### src/rtl/multibyte_adder_sequencer.sv
// multibyte_adder_sequencer
// Performs wide add/subtract/add-with-carry/subtract-with-borrow by running one
// shared 8-bit Kogge-Stone adder slice over the operand bytes, least-significant
// byte first, one byte per clock. The carry between bytes lives in a register.
// The request side is a valid/ready handshake. Results are presented on a
// valid/ready response handshake and are held until the consumer accepts them.

module multibyte_adder_sequencer #(
  parameter int WORDS = 4
) (
  input  logic                 clock,
  input  logic                 reset,
  input  logic                 request_valid,
  output logic                 request_ready,
  input  logic [1:0]           operation,
  input  logic [8*WORDS-1:0]   source_element_0,
  input  logic [8*WORDS-1:0]   source_element_1,
  input  logic                 input_carry,
  output logic                 response_valid,
  input  logic                 response_ready,
  output logic [8*WORDS-1:0]   result,
  output logic                 output_carry,
  output logic                 overflow,
  output logic                 zero
);

  localparam int IDX_W = (WORDS > 1) ? $clog2(WORDS) : 1;
  localparam logic [IDX_W-1:0] LAST_IDX = IDX_W'(WORDS - 1);

  localparam logic [1:0] ST_IDLE = 2'd0;
  localparam logic [1:0] ST_RUN  = 2'd1;
  localparam logic [1:0] ST_DONE = 2'd2;

  localparam logic [1:0] OP_ADD = 2'b00;
  localparam logic [1:0] OP_SUB = 2'b01;

  logic [1:0]         state;
  logic [IDX_W-1:0]   index;
  logic [8*WORDS-1:0] operand_a;
  logic [8*WORDS-1:0] operand_b;
  logic               subtract;
  logic               carry_reg;
  logic               initial_carry;

  logic [7:0] byte_a;
  logic [7:0] byte_b;
  logic [7:0] g0, p0, g1, p1, g2, p2, g3, p3;
  logic [7:0] bitwise_carry;
  logic [7:0] slice_sum;
  logic       slice_carry;
  logic [8*WORDS-1:0] merged_result;

  assign request_ready  = (state == ST_IDLE);
  assign response_valid = (state == ST_DONE);

  // Carry entering the least-significant byte; SUB/SBB rely on B being inverted later.
  always_comb begin
    initial_carry = input_carry;
    if (operation == OP_ADD) initial_carry = 1'b0;
    else if (operation == OP_SUB) initial_carry = 1'b1;
  end

  // Select the current byte of each captured operand; B is inverted for subtraction.
  always_comb begin
    byte_a = 8'h00;
    byte_b = 8'h00;
    for (int i = 0; i < WORDS; i++) begin
      if (index == IDX_W'(i)) begin
        byte_a = operand_a[i*8 +: 8];
        byte_b = operand_b[i*8 +: 8];
      end
    end
    byte_b = byte_b ^ {8{subtract}};
  end

  // Kogge-Stone prefix network: group generate/propagate over bits [i:0] in three levels.
  always_comb begin
    g0 = byte_a & byte_b;
    p0 = byte_a ^ byte_b;
    g1 = g0;
    p1 = p0;
    for (int i = 1; i < 8; i++) begin
      g1[i] = g0[i] | (p0[i] & g0[i-1]);
      p1[i] = p0[i] & p0[i-1];
    end
    g2 = g1;
    p2 = p1;
    for (int i = 2; i < 8; i++) begin
      g2[i] = g1[i] | (p1[i] & g1[i-2]);
      p2[i] = p1[i] & p1[i-2];
    end
    g3 = g2;
    p3 = p2;
    for (int i = 4; i < 8; i++) begin
      g3[i] = g2[i] | (p2[i] & g2[i-4]);
      p3[i] = p2[i] & p2[i-4];
    end
  end

  // Fold the registered carry-in into the prefix terms to get per-bit carries and the sum.
  always_comb begin
    bitwise_carry    = 8'h00;
    bitwise_carry[0] = carry_reg;
    for (int j = 1; j < 8; j++) begin
      bitwise_carry[j] = g3[j-1] | (p3[j-1] & carry_reg);
    end
    slice_carry = g3[7] | (p3[7] & carry_reg);
    slice_sum   = p0 ^ bitwise_carry;
  end

  // Result with the current byte replaced by this cycle's sum, used for writeback and zero.
  always_comb begin
    merged_result = result;
    for (int i = 0; i < WORDS; i++) begin
      if (index == IDX_W'(i)) merged_result[i*8 +: 8] = slice_sum;
    end
  end

  // Sequencer: capture request, walk the bytes through the slice, then hold the response.
  always_ff @(posedge clock) begin
    if (reset) begin
      state        <= ST_IDLE;
      index        <= '0;
      operand_a    <= '0;
      operand_b    <= '0;
      subtract     <= 1'b0;
      carry_reg    <= 1'b0;
      result       <= '0;
      output_carry <= 1'b0;
      overflow     <= 1'b0;
      zero         <= 1'b0;
    end else begin
      case (state)
        ST_IDLE: begin
          if (request_valid) begin
            operand_a <= source_element_0;
            operand_b <= source_element_1;
            subtract  <= operation[0];
            carry_reg <= initial_carry;
            result    <= '0;
            index     <= '0;
            state     <= ST_RUN;
          end
        end
        ST_RUN: begin
          result    <= merged_result;
          carry_reg <= slice_carry;
          if (index == LAST_IDX) begin
            output_carry <= slice_carry;
            overflow     <= bitwise_carry[7] ^ slice_carry;
            zero         <= (merged_result == '0);
            index        <= '0;
            state        <= ST_DONE;
          end else begin
            index <= index + 1'b1;
          end
        end
        ST_DONE: begin
          if (response_ready) state <= ST_IDLE;
        end
        default: state <= ST_IDLE;
      endcase
    end
  end

endmodule

### config.mk
export PLATFORM = sky130hd
export DESIGN_NAME = multibyte_adder_sequencer
export DESIGN_NICKNAME = d
export VERILOG_FILES = /design/src/rtl/multibyte_adder_sequencer.sv
export SDC_FILE = /design/constraint.sdc
export NUM_CORES = 1
export LEC_CHECK = 0
export BUFFER_PORTS_ARGS = -buffer_cell sky130_fd_sc_hd__buf_2
export CORE_MARGIN = 2
export CORE_UTILIZATION = 35
export DETAILED_ROUTE_END_ITERATION = 8
export PLACE_DENSITY = 0.61
export SETUP_SLACK_MARGIN = 0.05
export SKIP_LAST_GASP = 1
export SLEW_MARGIN = 20
export SYNTH_ARGS = -nofsm -noshare
export SYNTH_HDL_FRONTEND = slang
export SYNTH_SLANG_ARGS = --single-unit
### constraint.sdc
create_clock -name clock -period 4.1 [get_ports clock]
set_input_delay 0.82 -clock clock [delete_from_list [all_inputs] [get_ports clock]]
set_output_delay 0.82 -clock clock [all_outputs]
set_load 0.01 [all_outputs]
==> flow_metrics.py, run 1 <==
metrics = {
    "placed_design": {
        "gp_congestion": 0.898,
        "hpwlAfterDp_um": 10400,
        "io_buffers": 107,
    },
    "floorplan": {
        "die_h_um": 124,
        "core_um2": 13900,
        "die_area_um2": 15300,
        "start_util_pct": 36.1,
        "num_rows": 43,
        "fp.dieW_um": 124,
        "io_pins": 108,
    },
    "logic_synthesis": {
        "synthTopCellsByCount": "nand2_1 (174), a21oi_1 (119), dfxtp_1 (105)",
        "ys_top_cells_by_area": "dfxtp_1 (42%), nand2_1 (13%), a21oi_1 (12%), nor2_1 (4.2%), ha_1 (3.2%)",
        "synth_most_common_cell": "nand2_1",
        "synth_top_area_cell": "dfxtp_1",
        "syn_nets": 752,
        "ys_types": 56,
        "ys_ff_latch": 105,
        "syn_area_um2": 5030,
        "syn_area_per_cell_um2": 7.54,
        "synthFlopType": "dfxtp_1",
        "synthArstFlopShare_pct": 0,
        "synth_top_area_share_pct": 41.8,
        "synth_edf_count": 0,
        "yosysSeqAreaShare_pct": 41.8,
        "synthCells": 667,
        "yosysWarnings": 0,
    },
    "clock_network": {
        "numCtsBuffers": 9,
        "clk_path_buf_depth": 2,
        "cts_max_level": 3,
        "cts_resized": 0,
        "cts_hold_buf": 0,
        "clk_pin_slew_ns": 0.07,
        "insertion_delay_ns": 0.36,
        "cts_root_buf": "clkbuf_16",
        "cts_setup_buffers": 0,
        "cts.sinks": 105,
        "tritoncts": "yes",
    },
    "power_and_ir_drop": {
        "leakagePower_nw": 2.52,
        "irDropWorstVdd_mv": 0.234,
        "p_per_area_nw_per_um2": 398,
    },
    "worst_setup_path": {
        "required_ns": 4.39,
        "end_kind": "flip-flop",
        "cpMaxStageDelayCell": "ha_1",
        "cp-start-kind": "flip-flop",
        "cp_max_fo": 17,
        "arrival_ns": 3.99,
        "critPathMaxStageDelay_ns": 0.63,
        "cp_num_buf_inv": 1,
        "critPathTopFamily": "compound AO/OA/AOI/OAI gates",
        "crit_type": "flip-flop to flip-flop",
        "path_cells": "inv_1, ha_1, nand3b_1, a21oi_1, a21oi_1, o21ai_0, xor2_1, ha_1, o21ai_1, o21a_1, or3_1, a21oi_2, a22oi_1, nor2_1",
    },
    "final_layout": {
        "diodes": 0,
        "final_layout_size_suffix_gt1_share_pct": 19.6,
        "reg_top3": "operand_a (32), operand_b (32), result (32)",
        "fin_nets": 833,
        "layout-area-overhead-vs-synth_pct": 18.3,
    },
    "detailed_routing": {
        "drt-initial-drc-count": 277,
        "vias_per_cell": 5.14,
        "wl_um": 14300,
        "drc": 0,
        "ant_nets": 0,
        "drtPass1Iterations": 5,
        "wl_per_cell_um": 15.4,
        "num_vias": 4788,
    },
    "timing": {
        "tightest_slew_ns": 1.02,
        "fin_skew_ns": 0.00763,
        "setup_tns_ns": 0,
        "fin_crit_ns": 3.70,
        "hold_ws_ns": 0.456,
        "slew_viol_final": 0,
        "finalHoldViolations": 0,
        "setup_viol": 0,
        "period_share_pct": 90.3,
        "rsz0062_at_grt": "false",
        "slew-limit-headroom_pct": 31.8,
        "max_freq_mhz": 270,
    },
    "grt": {
        "grt_usage_pct": 19.3,
        "grt_antenna_before_repair": 0,
        "grt_max_degree": 55,
        "grt_pass1_vias": 4565,
        "overflow": 0,
        "grt_pass1_wl_um": 22800,
    },
    "outcome": {
        "status": "finished clean",
    },
    "hold_path": {
        "hold_class": "flip-flop to flip-flop",
    },
    "run": {
        "maxCapViolations": 0,
    },
}
placed cells by master, fill, tap and decap left out, types with 13 or more instances in the layout:
cell type	instances
nand2_1	173
a21oi_1	119
buf_2	107
dfxtp_1	105
nor2_1	56
o21ai_0	20
a22oi_1	20
ha_1	13
buf_4	13
per-stage QoR:
step                      total power, mW  utilization, %  area [um2]  instances  setup WS, ns
after floorplan                      1.43               -        5030        667         0.939
after global placement               1.57            40.7        5680        917         0.510
after detailed placement             1.57            40.7        5680        917         0.425
after CTS                            2.39            42.7        5950        931         0.393
after global routing                 2.48            42.7        5950        931        0.0879
final                                2.37            42.7        5950        931         0.399
report_power, final:
group / switching, mW / internal, mW
combinational: 0.282 / 0.168
sequential: 0.0325 / 1.07
clock: 0.375 / 0.439
total: 0.690 / 1.68
per-layer routing:
layer	up-vias	track usage, %	wire length [um]
met5	-	0	0
met4	0	7.10	255
met3	17	4.76	759
met2	108	30.5	6510
met1	2231	25.5	6810
li1	2432	-	-
worst paths after layout:
| check | from | endpoint | slack, ns | cells past startpoint |
|---|---|---|---|---|
| setup reg to reg | index[0]$_SDFFE_PP0P_ | result[21]$_SDFFE_PP0P_ | 0.40 | 14 |
| hold reg to reg | operand_a[26]$_SDFFE_PP0P_ | operand_a[26]$_SDFFE_PP0P_ | 0.46 | 2 |
| hold / removal | operand_a[26]$_SDFFE_PP0P_ | operand_a[26]$_SDFFE_PP0P_ | 0.46 | 2 |
| setup / recovery | index[0]$_SDFFE_PP0P_ | result[21]$_SDFFE_PP0P_ | 0.40 | 14 |
cell type report:
cell class	count	area [um2]
clock buffers	12	256
flip-flops and latches	105	2100
fillers	1460	7990
repair buffers	120	633
clock inverters	2	15.0
inverters	10	37.5
well taps	180	225
multi-input cells	502	2680
cells by family (layout without fill, tap and decap cells):
| family | after synthesis | in the layout | share of synthesized area [%] |
|---|---|---|---|
| muxes | 2 | 2 | 0.398 |
| xor gates and xnor gates | 14 | 14 | 2.59 |
| adders and majority gates | 14 | 14 | 3.63 |
| and+or+nand+nor | 274 | 274 | 23.2 |
| DFF | 105 | 105 | 41.8 |
| AOI/OAI and AO/OA | 198 | 198 | 23.4 |
| buffers and inverters | 60 | 144 | 4.98 |
tightest hold or removal path, stage by stage (launching register included):
cell and delay (ns):
dfxtp_1 0.31, nand2_1 0.05, a21oi_1 0.05
(Power assumes the default switching activity.)
==> inputs of run 2 (changes only) <==
RECOVER_POWER = 25   (was default)
==> flow_metrics.py, run 2 (same netlist as run 1, synthesis figures left out) <==
metrics = {
    "floorplan": {
        "die_h_um": 124,
        "num_rows": 43,
        "die_area_um2": 15300,
        "fp.dieW_um": 124,
        "start_util_pct": 36.1,
        "io_pins": 108,
        "core_um2": 13900,
    },
    "final_layout": {
        "reg_top3": "operand_a (32), operand_b (32), result (32)",
        "final_common_cell": "nand2_1",
        "fin_nets": 833,
        "layout-area-overhead-vs-synth_pct": 17.5,
        "layout_common_cells": "nand2_1 (174), a21oi_1 (119), dfxtp_1 (105)",
        "fin_util_pct": 42.4,
        "diodes": 0,
        "final_layout_size_suffix_gt1_share_pct": 15.0,
        "finalInstanceArea_um2": 5900,
    },
    "worst_setup_path": {
        "cp-start-kind": "flip-flop",
        "cpMaxStageDelayCell": "ha_1",
        "end_kind": "flip-flop",
        "reg2reg_slack_ns": 0.39,
        "required_ns": 4.39,
        "crit-reg2reg-launch": "index[0]$_SDFFE_PP0P_",
        "r2r_cells": 14,
        "cp_max_fo": 17,
        "r2r_end": "result[21]$_SDFFE_PP0P_",
        "critPathMaxStageDelay_ns": 0.63,
        "crit_type": "flip-flop to flip-flop",
        "arrival_ns": 3.99,
        "path_cells": "inv_1, ha_1, nand3b_1, a21oi_1, a21oi_1, o21ai_0, xor2_1, ha_1, o21ai_1, o21a_1, or3_1, a21oi_2, a22oi_1, nor2_1",
    },
    "detailed_routing": {
        "ant_nets": 0,
        "drc": 0,
        "wl_um": 14400,
        "drtPass1Iterations": 4,
        "drt-initial-drc-count": 335,
        "num_vias": 4794,
        "vias_per_cell": 5.15,
        "wl_per_cell_um": 15.4,
    },
    "power_and_ir_drop": {
        "irDropWorstVdd_mv": 0.234,
        "total_power_mw": 2.36,
        "leakagePower_nw": 2.37,
        "p_per_area_nw_per_um2": 400,
    },
    "timing": {
        "fin_skew_ns": 0.00740,
        "setup_slack_ns": 0.390,
        "slew_viol_final": 55,
        "setup_tns_ns": 0,
        "finalHoldViolations": 0,
        "tightest_slew_ns": 1.80,
        "max_freq_mhz": 270,
        "period_share_pct": 90.5,
        "setup_viol": 0,
        "rsz0062_at_grt": "false",
        "fin_crit_ns": 3.71,
        "slew-limit-headroom_pct": -20.2,
    },
    "hold_path": {
        "hp-start": "operand_a[26]$_SDFFE_PP0P_",
        "hold_class": "flip-flop to flip-flop",
        "worstHoldPathCells": 2,
        "hold_end": "operand_a[26]$_SDFFE_PP0P_",
    },
    "clock_network": {
        "cts_setup_buffers": 0,
        "cts_root_buf": "clkbuf_16",
        "clk_path_buf_depth": 2,
        "cts.sinks": 105,
        "cts_hold_buf": 0,
        "tritoncts": "yes",
        "numCtsBuffers": 9,
        "insertion_delay_ns": 0.36,
        "cts_max_level": 3,
        "cts_resized": 0,
        "clk_pin_slew_ns": 0.07,
    },
    "outcome": {
        "status": "complete, but fails checks",
        "violations": "max-capacitance violations, max-slew violations",
    },
    "placed_design": {
        "dpl_cell_area_um2": 5680,
        "hpwlAfterDp_um": 10400,
        "pre_cts_ws_ns": 0.425,
        "gp_congestion": 0.898,
        "io_buffers": 107,
    },
    "grt": {
        "grt_max_degree": 55,
        "grt_pass1_vias": 4565,
        "grt_antenna_before_repair": 0,
        "overflow": 0,
        "grt_pass1_wl_um": 22800,
        "grt_usage_pct": 19.3,
    },
    "run": {
        "maxCapViolations": 1,
    },
}
run 2: cell types whose count changed in the layout (fill, tap and decap cells not counted):
| cell | previous run | this run |
|---|---|---|
| buf_2 | 107 | 74 |
| clkbuf_1 | 1 | 34 |
| nand2_1 | 173 | 174 |
| nand2_2 | 1 | 0 |
run 2: how the worst max path moves through the flow:
| stage | from | to | depth (start not counted) | slack (ns) |
|---|---|---|---|---|
| 2_1_floorplan | index[0]$_SDFFE_PP0P_ | result[14]$_SDFFE_PP0P_ | 16 | 0.94 |
| 3_3_place_gp | index[0]$_SDFFE_PP0P_ | result[14]$_SDFFE_PP0P_ | 13 | 0.51 |
| 3_5_place_dp | index[0]$_SDFFE_PP0P_ | result[14]$_SDFFE_PP0P_ | 13 | 0.43 |
| 4_1_cts | index[0]$_SDFFE_PP0P_ | result[21]$_SDFFE_PP0P_ | 14 | 0.39 |
| 5_1_grt | index[0]$_SDFFE_PP0P_ | result[21]$_SDFFE_PP0P_ | 13 | 0.09 |
| 6_report | index[0]$_SDFFE_PP0P_ | result[21]$_SDFFE_PP0P_ | 14 | 0.39 |
run 2: area by class of cell:
type / instances / area, um2
Multi-Input combinational cell: 502 / 2680
Inverter: 10 / 37.5
Timing Repair Buffer: 120 / 592
Clock inverter: 2 / 15.0
Sequential cell: 105 / 2100
Clock buffer: 12 / 256
Fill cell: 1472 / 8030
Tap cell: 180 / 225
run 2: worst max-delay path: cells and delay by family (launching register included):
family                     cells  cell delay (ns)
AOI/OAI and AO/OA              7             1.35
adders and majority gates      2             1.04
and+or+nand+nor                3             0.68
DFF                            1             0.35
xor gates and xnor gates       1             0.12
buffers and inverters          1             0.10
run 2: metrics by stage:
stage | cells | hold slack [ns]
finish | 931 | 0.456
global route | 931 | 0.479
detailed placement | 917 | 0.448
floorplan | 667 | 0.436
CTS | 931 | 0.457
global placement | 917 | 0.443
run 2: metal layers:
metal	track usage (%)	vias to the layer above	routed length [um]
li1	-	2431	-
met1	25.5	2224	6750
met2	30.5	122	6520
met3	4.76	17	836
met4	7.10	0	253
met5	0	-	0
run 2: power by group:
part	switching (mW)	leakage, nW	internal (mW)	total (mW)
Sequential	0.0328	0.857	1.07	1.10
Combinational	0.282	1.39	0.166	0.448
Clock	0.374	0.127	0.439	0.812
Total	0.688	2.37	1.67	2.36
